[config.mk]
export PLATFORM = sky130hd
export DESIGN_NAME = multi_edge_detector_flat
export DESIGN_NICKNAME = d
export VERILOG_FILES = /design/src/rtl/multi_edge_detector_if.sv /design/src/rtl/multi_edge_detector.sv /design/src/flat_wrapper.sv
export SDC_FILE = /design/constraint.sdc
export NUM_CORES = 1
export LEC_CHECK = 0
export CAP_MARGIN = 40
export CORE_AREA = 2 2 81 83
export CTS_BUF_LIST = sky130_fd_sc_hd__clkbuf_4
export DETAILED_ROUTE_END_ITERATION = 12
export DIE_AREA = 0 0 83 85
export HOLD_SLACK_MARGIN = 0.03
export PLACE_DENSITY = 0.67
export SLEW_MARGIN = 10
export SYNTH_ARGS = -nofsm -noshare
export SYNTH_HDL_FRONTEND = slang
export SYNTH_SLANG_ARGS = --single-unit
[constraint.sdc]
create_clock -name clk -period 2.2 [get_ports clk]
set_clock_uncertainty 0.15 [all_clocks]
set_input_delay 0.66 -clock clk [delete_from_list [all_inputs] [get_ports clk]]
set_output_delay 0.66 -clock clk [all_outputs]
set_load 0.005 [all_outputs]
[src/rtl/multi_edge_detector_if.sv]
// Bundle between the input conditioner and its user.
// The master drives the raw inputs and controls. The slave returns the levels, edges, flags and counts.
interface multi_edge_detector_if #(
    parameter int CH    = 4,
    parameter int CNT_W = 8
);
    logic [CH-1:0]       sample;
    logic [2*CH-1:0]     mode;
    logic [CH-1:0]       flag_clr;
    logic [CH-1:0]       cnt_clr;
    logic [CH-1:0]       level;
    logic [CH-1:0]       edge_out;
    logic                any_edge;
    logic [CH-1:0]       flag;
    logic [CH*CNT_W-1:0] count;

    modport master (
        output sample, mode, flag_clr, cnt_clr,
        input  level, edge_out, any_edge, flag, count
    );

    modport slave (
        input  sample, mode, flag_clr, cnt_clr,
        output level, edge_out, any_edge, flag, count
    );
endinterface

[src/rtl/multi_edge_detector.sv]
// multi_edge_detector: N-channel synchroniser, optional debounce filter and edge detector.
// Each channel also has a sticky event flag and a saturating event counter.
// Ports: clk, rst (sync, active-high), bus (multi_edge_detector_if.slave):
//   sample/mode/flag_clr/cnt_clr in; level/edge_out/any_edge/flag/count out.
// Build option: define EDGE_DEBOUNCE_EN to enable the DB_CYCLES debounce filter.
//   Without it, level follows the last synchroniser stage every cycle.
module multi_edge_detector #(
    parameter int CH          = 4,
    parameter int SYNC_STAGES = 2,
    parameter int DB_CYCLES   = 4,
    parameter int CNT_W       = 8
) (
    input logic                 clk,
    input logic                 rst,
    multi_edge_detector_if.slave bus
);
    localparam logic [CNT_W-1:0] CNT_MAX = {CNT_W{1'b1}};

    if (CH < 1 || SYNC_STAGES < 2 || DB_CYCLES < 1 || CNT_W < 1) begin : g_bad_cfg
        $error("multi_edge_detector: illegal parameter set");
    end

    logic [CH-1:0]    sync_q [SYNC_STAGES];
    logic [CH-1:0]    sync_d [SYNC_STAGES];
    logic [CH-1:0]    s;
    logic [CH-1:0]    level_q, level_d;
    logic [CH-1:0]    edge_q, edge_d;
    logic [CH-1:0]    flag_q, flag_d;
    logic [CNT_W-1:0] cnt_q [CH];
    logic [CNT_W-1:0] cnt_d [CH];

    always_comb begin
        sync_d[0] = bus.sample;
        for (int k = 1; k < SYNC_STAGES; k++) begin
            sync_d[k] = sync_q[k-1];
        end
    end

    assign s = sync_q[SYNC_STAGES-1];

`ifdef EDGE_DEBOUNCE_EN
    localparam int DBW = (DB_CYCLES > 1) ? $clog2(DB_CYCLES) : 1;
    localparam logic [DBW-1:0] DB_LAST = DBW'(DB_CYCLES - 1);

    logic [DBW-1:0] db_q [CH];
    logic [DBW-1:0] db_d [CH];

    // A differing input must persist DB_CYCLES consecutive cycles before
    // it is accepted. Any return to the current level restarts the count.
    always_comb begin
        level_d = level_q;
        for (int i = 0; i < CH; i++) begin
            db_d[i] = '0;
            if (s[i] != level_q[i]) begin
                if (db_q[i] == DB_LAST) begin
                    level_d[i] = s[i];
                end else begin
                    db_d[i] = db_q[i] + DBW'(1);
                end
            end
        end
    end

    always_ff @(posedge clk) begin
        if (rst) begin
            for (int i = 0; i < CH; i++) begin
                db_q[i] <= '0;
            end
        end else begin
            db_q <= db_d;
        end
    end
`else
    assign level_d = s;
`endif

    // The edge is qualified against the mode seen at the same edge that
    // updates level. As a result, edge_out and level change together.
    always_comb begin
        edge_d = '0;
        for (int i = 0; i < CH; i++) begin
            edge_d[i] = (level_d[i] & ~level_q[i] & bus.mode[2*i])
                      | (~level_d[i] & level_q[i] & bus.mode[2*i+1]);
        end
    end

    // Flag and counter react to the registered pulse. A clear issued
    // while edge_out is high therefore loses to that event.
    always_comb begin
        flag_d = edge_q | (flag_q & ~bus.flag_clr);
        for (int i = 0; i < CH; i++) begin
            cnt_d[i] = cnt_q[i];
            if (bus.cnt_clr[i]) begin
                cnt_d[i] = edge_q[i] ? CNT_W'(1) : '0;
            end else if (edge_q[i] && cnt_q[i] != CNT_MAX) begin
                cnt_d[i] = cnt_q[i] + CNT_W'(1);
            end
        end
    end

    always_ff @(posedge clk) begin
        if (rst) begin
            for (int k = 0; k < SYNC_STAGES; k++) begin
                sync_q[k] <= '0;
            end
            for (int i = 0; i < CH; i++) begin
                cnt_q[i] <= '0;
            end
            level_q <= '0;
            edge_q  <= '0;
            flag_q  <= '0;
        end else begin
            sync_q  <= sync_d;
            cnt_q   <= cnt_d;
            level_q <= level_d;
            edge_q  <= edge_d;
            flag_q  <= flag_d;
        end
    end

    assign bus.level    = level_q;
    assign bus.edge_out = edge_q;
    assign bus.any_edge = |edge_q;
    assign bus.flag     = flag_q;

    for (genvar i = 0; i < CH; i++) begin : g_pack
        assign bus.count[i*CNT_W +: CNT_W] = cnt_q[i];
    end
endmodule

[src/flat_wrapper.sv]
// flat-port wrapper written by rule: the top's interface ports become plain ports
module multi_edge_detector_flat 
#(
    parameter int CH          = 4,
    parameter int SYNC_STAGES = 2,
    parameter int DB_CYCLES   = 4,
    parameter int CNT_W       = 8
)
  (clk, rst, bus_sample, bus_mode, bus_flag_clr, bus_cnt_clr, bus_level, bus_edge_out, bus_any_edge, bus_flag, bus_count);
  multi_edge_detector_if #(.CH(CH), .CNT_W(CNT_W)) bus_i ();
  input logic clk;
  input logic rst;
  input wire logic [$bits(bus_i.sample)-1:0] bus_sample;
  input wire logic [$bits(bus_i.mode)-1:0] bus_mode;
  input wire logic [$bits(bus_i.flag_clr)-1:0] bus_flag_clr;
  input wire logic [$bits(bus_i.cnt_clr)-1:0] bus_cnt_clr;
  output wire logic [$bits(bus_i.level)-1:0] bus_level;
  output wire logic [$bits(bus_i.edge_out)-1:0] bus_edge_out;
  output wire logic [$bits(bus_i.any_edge)-1:0] bus_any_edge;
  output wire logic [$bits(bus_i.flag)-1:0] bus_flag;
  output wire logic [$bits(bus_i.count)-1:0] bus_count;
  assign bus_i.sample = bus_sample;
  assign bus_i.mode = bus_mode;
  assign bus_i.flag_clr = bus_flag_clr;
  assign bus_i.cnt_clr = bus_cnt_clr;
  assign bus_level = bus_i.level;
  assign bus_edge_out = bus_i.edge_out;
  assign bus_any_edge = bus_i.any_edge;
  assign bus_flag = bus_i.flag;
  assign bus_count = bus_i.count;
  multi_edge_detector #(.CH(CH), .SYNC_STAGES(SYNC_STAGES), .DB_CYCLES(DB_CYCLES), .CNT_W(CNT_W)) u_core (.clk(clk), .rst(rst), .bus(bus_i));
endmodule
After elaboration in Yosys (flattened, before gate mapping)
Index checks and enable logic that the tools add are counted.
Word-level totals
  register bits: 52
  latch bits: 0
  memory bits (writable): 0
  memory bits (read-only): 0
  bits of input ports: 22
  output and inout port bits: 45
  logic and storage cells: 69
  memories: 0
Operators by class
  add/sub/neg operators: 4
  multiply operators: 0
  divide/modulo/power cells: 0
  $lt $le $gt $ge: 0
  eq/ne operators: 4
  shift operators: 0
  muxes and demuxes: 12
  bitwise operators: 31
  reduce and logical (&&, ||, !) cells: 9
Operators by type and width (number)
  2-to-1 mux 8 bit: 8
  adder 8 x 1 -> 8 bit, second input constant: 4
  inequality test 8 bit, second input constant: 4
  AND 1 bit: 16
  inverter 1 bit: 8
  nonzero test 2 bit: 4
  AND 4 bit: 1
  logical AND 1 bit: 4
  2-to-1 mux 1 bit: 4
  inverter 4 bit: 1
  OR 1 bit: 4
  OR 4 bit: 1
  OR reduction 4 bit: 1

Longest topological paths before layout
  word-level depth: 4
  depth in mapped cells: 5
  mapped depth without buffers: 4

Worst setup path after synthesis
OpenSTA, ideal clock, no wires.
  path kind: register to output
  start: register u_core.edge_q[1], in the netlist u_core.bus.edge_out[1]
  end: output bus_any_edge
  arrival time: 1009 ps
  required time: 1390 ps
  slack: 381 ps
  stages on the path, launching flop included: 3
  buffers on the path: 1
  cells stage by stage: dfxtp_1 > buf_2 > or4_1
On the way
  cells in the longest elaborated chain, start to end: 1
Ends and longest elaborated chain
  start: declaration: line multi_edge_detector.sv:27  | logic [CH-1:0] edge_q, edge_d;
  start signal: assignment: line multi_edge_detector.sv:116  | edge_q <= edge_d;
  OR reduction 4 bit: line multi_edge_detector.sv:123  | assign bus.any_edge = |edge_q;
  end: declaration: line flat_wrapper.sv:19  | output wire logic [$bits(bus_i.any_edge)-1:0] bus_any_edge;
Every way passes these cells.

Final worst setup path
Ends and elaborated chain as after synthesis.

==> key figures <==
Run status
  – Status: finished clean

Timing
  – Fin crit period: 2.17 ns
  – Tcrit/Tclk final: a little over nine tenths
  – Final Max Tran Viols: 0
  – RSZ-0062 raised after global routing: yes
  – Max-slew headroom: between 70 and 80%
  – Worst slew pin tran: ~0.35 ns
  – Highest Clock Rate: 0.460 GHz
  – Hold Violations, Final: 0
  – TNS Setup: 0 ns
  – Final setup vio count: 0

Detailed routing
  – Routed wire length per instance: 13.6 um
  – DRC errors left: 0
  – Routed vias: 2,258
  – Routed Antenna Nets: 0
  – DRT iter0 DRCs: 80
  – Wirelength, routed: 5660 um
  – Vias per inst: 5.41
  – Drt first pass iters: 4

Logic synthesis
  – Ys flop type: dfxtp_1
  – Synth top area share: 43.4%
  – Synth Area per Inst: 9.08 um^2
  – Post-Synthesis Cells: 264
  – Synth unique cells: 40
  – Post-synth EDFFs: 0
  – Synth async-reset ratio: 0%
  – Net count after synthesis: 290
  – Sequential share of the synthesized area: roughly 43%
  – Most common cell in the netlist: dfxtp_1
  – Flops & latches, synth: 52
  – Cell taking the most area after synthesis: dfxtp_1
  – Largest cells by area after synthesis: dfxtp_1 43%, a21oi_1 5.0%, mux2i_1 3.8%, nor2b_1 3.7%, nand2_1 3.3%
  – Post-synth top cells: 52 x dfxtp_1, 24 x a21oi_1, 21 x nand2_1
  – Post-Syn Area: 2400 um^2
  – Synth Warn #: 0

Power
  – PD cells: 493 nW/um^2
  – Leakage: 1.15 nW
  – Power, Total: approximately 1.6 mW
  – Peak supply drop: 489 uV

Global routing
  – Largest net degree at the start of global routing: 23
  – Overflow after GRT: 0
  – First-pass GRT wire length: roughly 9400 um
  – Initial antenna violation count: 0
  – GRT Total Usage: 16.0%
  – Number of global-route vias before repair: around 2,000

Critical path
  – R2R Setup Slk: about 0.50 ns
  – Crit path required time: 1.39 ns
  – Slowest-stage cell, CP: or4_1
  – Worst Path Arrival: 1.36 ns
  – CP Buf/Inv Count: 1
  – Slowest cell delay on critical path: just over 0.5 ns
  – R2r startpoint: u_core.bus.count[0]
  – Cell family with most CP delay: simple AND/OR/NAND/NOR gates
  – Crit path max fanout: 2
  – Critical path, cell by cell: or4_1 -> buf_2
  – R2r worst-path depth: 4
  – Startpoint types: flip-flop
  – End of the worst register-to-register path: u_core.bus.count[6]
  – WS Path Type: reg -> out
  – CP endpoint kind: primary output

Cells and area
  – Syn-to-layout area delta: 37.6%
  – ANT cells: 0
  – Nets: 365
  – Ratio of cells with drive above 1 in the final layout: 17.9%

Floorplanning
  – Ports: 67
  – Die Width: 83 um
  – Die area: 7060 um^2
  – Core Box Area: 6200 um^2
  – Initial core utilization: 38.6%
  – Die height: 85 um
  – Site Rows: 29

Hold path
  – HP Start: u_core.sync_d[1]
  – Hold depth: 1
  – Worst Hold End: u_core.level_d[1]
  – Hold WC Path Type: reg -> reg

Run
  – Max_cap viols: 0

Placed design
  – Port Buf Inserts: 66
  – Routability congestion estimate from global placement: 0.808
  – DP HPWL: 4060 um

Clock network
  – Total CTS buffers: 5
  – Max Root-Sink Buffers: 2
  – H-Tree Depth: 2
  – Clk Latency, worst-skew pair: 0.37 ns
  – TritonCTS clock tree: built
  – Worst-path clk slew: 0.16 ns
  – CTS Sinks: 52
  – Root buf cell: clkbuf_4
power breakdown:
| group | internal [mW] | switching [mW] | total [mW] |
|---|---|---|---|
| combinational | 0.0794 | 0.0530 | 0.132 |
| sequential | 0.954 | 0.00900 | 0.963 |
| clock | 0.233 | 0.296 | 0.529 |
| total | 1.27 | 0.358 | 1.62 |
layer usage:
| layer | vias to the layer above | part of all wire [%] | wire length [um] | global-route usage [%] |
|---|---|---|---|---|
| met5 | - | 0 | 0 | 0 |
| met4 | 0 | 0.32 | 18 | 3.13 |
| met3 | 2 | 5.3 | 302 | 4.96 |
| met2 | 56 | 44 | 2510 | 24.8 |
| met1 | 1045 | 50 | 2830 | 22.1 |
| li1 | 1155 | - | - | - |
cells in the final DEF (no fill, tap or decap), types with 3 or more instances in the layout:
cell type        netlist  final
nand4b_1               4      4
nand3_1                9      9
or3_1                  4      4
inv_1                  7      7
o21ai_0                5      5
clkbuf_4               0      5
and3_1                 6      6
dfxtp_1               52     23
nor2_1                 7      7
a211oi_1               5      5
nor3_1                 5      5
buf_4                  3     13
a31oi_1                8      8
a41oi_1                4      4
a21oi_1               24     24
nor3b_1                5      5
nand4_1               11     11
dfxtp_2                0     27
nand3b_1               8      8
dlygate4sd2_1          0      3
a311oi_1               8      8
nor2b_1               14     14
ha_1                   4      4
mux2i_1                9      9
clkdlybuf4s50_1        0     62
or2_2                  7      7
nand2b_1               3      3
and4_1                 7      7
nand2_1               21     21
logic make-up after synthesis:
logic type	share of synthesized area (%)
buffers and inverters	4.12
flip-flops	43.4
multiplexers	3.76
adder cells (fa/ha/maj)	2.09
AND/OR/NAND/NOR	28.3
AO/OA/AOI/OAI	18.3
area by class of cell:
class                   instances  area, um^2
inverters                       7        26.3
multi-input cells             193        1260
clock inverters                 3        37.5
well taps                      77        96.3
repair buffers                 80         761
fillers                       580        2910
flip-flops and latches         52        1080
clock buffers                   5        37.5
flip-flops by register name, summed over array words and instances, names as in the netlist:
| name | count |
|---|---|
| u_core.sync_d | 4 |
| u_core.level_d | 4 |
| u_core.bus.edge_out | 4 |
| u_core.bus.level | 4 |
| u_core.bus.flag | 4 |
| u_core.bus.count | 32 |
worst register-to-register path, delay by kind of cell, from the launching register on:
family	cells	cell delay, ns
adders and majority gates	1	0.27
AOI/OAI and AO/OA	2	0.38
DFF	1	0.41
and+or+nand+nor	1	0.40
repair_timing:
action	in CTS	in global routing
endpoints found under the setup margin	14	21
cloned	0	0
hold buffers	0	0
resized for setup	19	20
setup buffers	1	0
how the worst max path moves through the flow:
stage / startpoint / endpoint / slack (ns) / cells after the start
6_report: u_core.bus.edge_out[1] / bus_any_edge / 0.03 / 2
5_1_grt: u_core.bus.edge_out[1] / bus_any_edge / -0.05 / 2
4_1_cts: u_core.bus.count[5] / bus_count[5] / 0.007 / 1
3_5_place_dp: rst / u_core.bus.count[22] / 0.03 / 4
3_3_place_gp: rst / u_core.bus.count[12] / 0.07 / 4
2_1_floorplan: u_core.bus.edge_out[1] / bus_any_edge / 0.38 / 2
metrics by stage:
stage          cell area, um^2  instances  worst slack, ns  hold slack, ns  utilization, %
6_report                  3300        417           0.0254           0.287            53.2
5_1_grt                   3300        417          -0.0452           0.311            53.2
3_5_place_dp              3180        408           0.0298           0.275            51.2
3_3_place_gp              3180        408           0.0711           0.268            51.2
2_1_floorplan             2400        264            0.381           0.264               -
4_1_cts                   3270        417          0.00731           0.291            52.7
(Power assumes the default switching activity.)
